<file path="config.mk">
export PLATFORM = sky130hd
export DESIGN_NAME = fwd_hazard_unit
export DESIGN_NICKNAME = d
export VERILOG_FILES = /design/src/rtl/fwd_hazard_unit.sv
export SDC_FILE = /design/constraint.sdc
export NUM_CORES = 1
export LEC_CHECK = 0
export ABC_AREA = 1
export CORE_MARGIN = 1
export CORE_UTILIZATION = 54
export CTS_BUF_LIST = sky130_fd_sc_hd__clkbuf_4 sky130_fd_sc_hd__clkbuf_8 sky130_fd_sc_hd__clkbuf_16
export DETAILED_ROUTE_END_ITERATION = 12
export PLACE_DENSITY = 0.85
export RECOVER_POWER = 100
export SETUP_SLACK_MARGIN = 0.05
export SLEW_MARGIN = 25
export SYNTH_ARGS = -nofsm -noshare
export SYNTH_HDL_FRONTEND = slang
export SYNTH_SLANG_ARGS = --single-unit
</file>
<file path="constraint.sdc">
create_clock -name clk -period 3.1 [get_ports clk]
set_input_delay 0.62 -clock clk [delete_from_list [all_inputs] [get_ports clk]]
set_output_delay 0.62 -clock clk [all_outputs]
set_load 0.01 [all_outputs]
</file>
<file path="src/rtl/fwd_hazard_unit.sv">
// fwd_hazard_unit: shadow EX/MEM/WB destination tags driving bypass selects, load-use stall and a saturating stall counter
module fwd_hazard_unit #(
  parameter int REG_W       = 3,
  parameter int NUM_SRC     = 2,
  parameter int ZERO_REG_EN = 0,
  parameter int CNT_W       = 16
) (
  input  logic                     clk,
  input  logic                     reset_n,
  input  logic                     adv,
  input  logic                     flush,
  input  logic                     dc_valid,
  input  logic                     dc_we,
  input  logic                     dc_is_load,
  input  logic [REG_W-1:0]         dc_dest,
  input  logic [NUM_SRC*REG_W-1:0] dc_src,
  input  logic [NUM_SRC-1:0]       dc_src_used,
  input  logic [NUM_SRC*REG_W-1:0] ex_src,
  input  logic [NUM_SRC-1:0]       ex_src_used,
  output logic [2*NUM_SRC-1:0]     fwd_sel,
  output logic                     load_use_stall,
  output logic [CNT_W-1:0]         stall_cnt,
  input  logic                     cnt_clr
);
  typedef struct packed {
    logic             valid;
    logic             we;
    logic [REG_W-1:0] dest;
  } tag_t;
  tag_t ex, mem, wb;
  logic ex_load;
  logic ex_prod, mem_prod, wb_prod, bubble;
  logic [NUM_SRC-1:0] ld_hit;
  function automatic logic live(input logic [REG_W-1:0] t);
    return ZERO_REG_EN == 0 || t != '0;
  endfunction
  assign ex_prod  = ex.valid && ex.we && live(ex.dest);
  assign mem_prod = mem.valid && mem.we && live(mem.dest);
  assign wb_prod  = wb.valid && wb.we && live(wb.dest);
  assign load_use_stall = dc_valid && ex_prod && ex_load && |ld_hit;
  assign bubble = flush || load_use_stall;
  for (genvar i = 0; i < NUM_SRC; i++) begin : g_src
    logic [REG_W-1:0] ds, es;
    assign ds = dc_src[i*REG_W +: REG_W];
    assign es = ex_src[i*REG_W +: REG_W];
    assign ld_hit[i] = dc_src_used[i] && live(ds) && ds == ex.dest;
    // MEM is checked first so the newest in-flight value wins
    assign fwd_sel[2*i +: 2] = !(ex_src_used[i] && live(es)) ? 2'b00 :
                               mem_prod && mem.dest == es ? 2'b10 :
                               wb_prod && wb.dest == es ? 2'b01 : 2'b00;
  end
  always_ff @(posedge clk or negedge reset_n) begin
    if (!reset_n) begin
      ex        <= '0;
      ex_load   <= 1'b0;
      mem       <= '0;
      wb        <= '0;
      stall_cnt <= '0;
    end else begin
      if (adv) begin
        ex      <= bubble ? '0 : {dc_valid, dc_we, dc_dest};
        ex_load <= !bubble && dc_is_load;
        mem     <= ex;
        wb      <= mem;
      end
      stall_cnt <= cnt_clr ? '0 :
                   adv && !flush && load_use_stall && !(&stall_cnt) ? stall_cnt + CNT_W'(1) : stall_cnt;
    end
  end
endmodule
</file>
==> run_results.csv, run 1 <==
group,metric,value,unit
status,outcome,"finished with violations",
status,violations,"capacitance limit, slew limit",
finish,drive_gt1_frac,0.109,
timing,drv_slew,33,
cts,insertion_delay,0.29,ns
die,die_area,4170,µm²
setup_path,worstPathMaxFanout,3,
yosys,synth-seq-cells,32,
timing,hold_viol,0,
global_routing,grt_usage,0.258,
global_routing,grt-ovfl-total,0,
die,die_w,64.6,µm
global_routing,grt_pass1_wl,8.18,mm
routing,drt-initial-drc-count,98,
pwr,comb_power_share,0.127,
setup_path,rr_endpoint,"stall_cnt[8]",
timing,worstMarginPinSlew,1.68,ns
global_routing,grt_pass1_vias,1888,
global_routing,grt_max_degree,33,
pwr,pwr-share-clk,0.407,
routing,via_count,1944,
cts,htree_levels,2,
yosys,syn_avg_cell_area,7.55,µm²
yosys,ys_seq_area_frac,0.379,
yosys,yosysTopAreaCell,"dfrtp_1",
die,num_io_pins,48,
min_path,hp-start,"wb[4]",
yosys,post-synth-top-count-cell,"nand2_1",
setup_path,crit_type,"primary input to output pin",
routing,wire_per_inst,12.5,µm
cts,clk_path_buf_depth,2,
finish,n_antenna_cell,0,
die,die_h,64.6,µm
setup_path,crit-reg2reg-launch,"stall_cnt[0]",
flow_run,cap_viol_max_count,1,
placed_design,dp_hpwl,3.41,mm
timing,rsz0062_at_grt,"no",
pwr,p_sw,0.000240,W
min_path,hold_path_depth,2,
cts,path_clk_slew,0.06,ns
timing,fin_crit_sh,0.942,
timing,min_period,2.92,ns
pwr,p_seq_frac,0.466,
placed_design,portBuffers,47,
pwr,peakVddDrop,0.000301,V
routing,drc_errors,0,
yosys,synth_area,2110,µm²
cts,cts_tree,"yes",
pwr,p_leak,1.42,nW
die,core_area,3720,µm²
yosys,synthTopCellsByArea,"dfrtp_1 (38%), nand2_1 (14%), nand3_1 (7.6%)",
yosys,postSynthCellCount,280,
routing,first_pass_iters,4,
pwr,power,0.000983,W
pwr,power_density,364,nW/µm²
timing,setup_viol,0,
routing,avgViaCountPerCell,5.13,
yosys,synth_top_flop_cell,"dfrtp_1",
placed_design,routabilityCongestion,0.874,
setup_path,critPathCaptureType,"output pin",
routing,ant_nets,0,
timing,maxSlewHeadroom,-0.122,
cts,cts_hold_buffers,0,
yosys,netlist.area_leader.share,0.379,
min_path,hold_path.class,"register to register",
setup_path,required,2.48,ns
routing,wirelength,4.72,mm
timing,finalClockSkew,0.00232,ns
pwr,netSwitchingFraction,0.244,
yosys,synth-async-reset-ratio,1.00,
die,start_util,0.569,
die,num_rows,22,
pwr,p_int,0.000743,W
yosys,synth_nets,308,
timing,fin_setup_tns,0,ns
finish,utilization,0.726,
global_routing,antenna_found_initial,0,
yosys,synth_edf_count,0,
cts,cts_made_buffers,5,
finish,nNetsFinal,358,
finish,syn_to_final_growth,27.6,%
setup_path,r2r_cells,9,
yosys,ys_warn_count,0,
cts,cts_root_buffer,"clkbuf_8",
min_path,holdPathEnd,"wb[4]",
setup_path,crit_path_start_kind,"primary input",
timing,max_clock_freq,342,MHz
yosys,synthTopCellsByCount,"nand2_1 (80), dfrtp_1 (32), nand3_1 (32)",
setup_path,r2r_setup_slack,0.94,ns
cts,cts_num_sinks,32,
setup_path,arrival,2.30,ns
yosys,synthDistinctLibCells,31,
==> cells in the final DEF (no fill, tap or decap), types with 2 or more instances in the layout <==
| cell type | netlist | routed |
|---|---|---|
| dlygate4sd3_1 | 0 | 23 |
| clkbuf_1 | 2 | 2 |
| nand2_1 | 80 | 80 |
| o21bai_1 | 2 | 2 |
| clkbuf_8 | 0 | 5 |
| nand2_4 | 3 | 3 |
| o21ai_0 | 13 | 13 |
| nand3_2 | 10 | 10 |
| nor2_2 | 2 | 2 |
| nor2_4 | 3 | 2 |
| nand4_1 | 4 | 5 |
| xnor2_1 | 4 | 4 |
| dfrtp_1 | 32 | 32 |
| nand2_2 | 3 | 3 |
| clkdlybuf4s50_1 | 0 | 24 |
| nand3_1 | 32 | 32 |
| xor2_1 | 16 | 16 |
| nor2_1 | 25 | 26 |
| inv_1 | 28 | 29 |
| inv_2 | 5 | 4 |
==> metal layers <==
metal / GRT usage / up-vias / part of all wire
li1: - / 983 / -
met1: 0.319 / 889 / 0.46
met2: 0.413 / 63 / 0.45
met3: 0.0810 / 9 / 0.072
met4: 0.111 / 0 / 0.018
met5: 0 / - / 0
==> critical path, stage by stage <==
cell	delay (ns)
clkdlybuf4s50_1	0.45
xor2_1	0.19
nor3_2	0.21
nor3b_1	0.21
dlygate4sd3_1	0.62
==> worst max path at each step <==
stage / start / to / slack, ns / cells past startpoint
floorplan: ex_src[4] / fwd_sel[3] / 1.17 / 3
global placement: dc_valid / load_use_stall / 0.25 / 6
detailed placement: ex_src[4] / fwd_sel[3] / 0.20 / 5
CTS: ex_src[4] / fwd_sel[3] / 0.18 / 5
global route: ex_src[4] / fwd_sel[3] / 0.07 / 5
finish: ex_src[4] / fwd_sel[3] / 0.18 / 5
==> state kept, by name (all words and copies together) (netlist names) <==
signal	cells
ex	5
mem	5
stall_cnt	16
ex_load	1
wb	5
==> power groups by stage <==
stage               Sequential [W]  Clock (W)  Combinational [W]
floorplan                 0.000459          0          0.0000681
global placement          0.000463          0           0.000125
detailed placement        0.000465          0           0.000128
CTS                       0.000457   0.000407           0.000128
global route              0.000460   0.000428           0.000140
finish                    0.000458   0.000400           0.000125
==> through the flow <==
stage	instance area (µm²)	instances	hold slack [ns]	setup slack, ns
after floorplan	2110	280	0.324	1.17
after global placement	2610	371	0.458	0.252
after detailed placement	2610	371	0.464	0.195
after CTS	2720	379	0.481	0.184
after global routing	2700	379	0.506	0.0686
final	2700	379	0.484	0.180
==> what timing repair did <==
action,4_1_cts,5_1_grt
resized for setup,0,1
setup buffers,0,0
setup endpoints to repair,0,1
==> area by class of cell <==
| class | count | area (µm²) |
|---|---|---|
| Multi-Input combinational cell | 208 | 1120 |
| Fill cell | 299 | 1020 |
| Sequential cell | 32 | 801 |
| Timing Repair Buffer | 50 | 485 |
| Inverter | 33 | 124 |
| Clock buffer | 6 | 76.3 |
| Tap cell | 48 | 60.1 |
| Clock inverter | 2 | 35.0 |
==> cells by family after synthesis <==
| group | count (synthesis) | share of synthesized area |
|---|---|---|
| simple gates | 170 | 0.405 |
| buf+inv | 40 | 0.0846 |
| flops | 32 | 0.379 |
| xor+xnor | 20 | 0.0828 |
| compound gates | 17 | 0.0432 |
| fa+ha+maj | 1 | 0.00592 |
(Power assumes the default switching activity.)
==> run 2, diff against run 1 <==
SKIP_LAST_GASP = 1   (was default)
==> results of run 2 <==
Same layout as run 1: the final DEF is identical, and so are final timing and power.
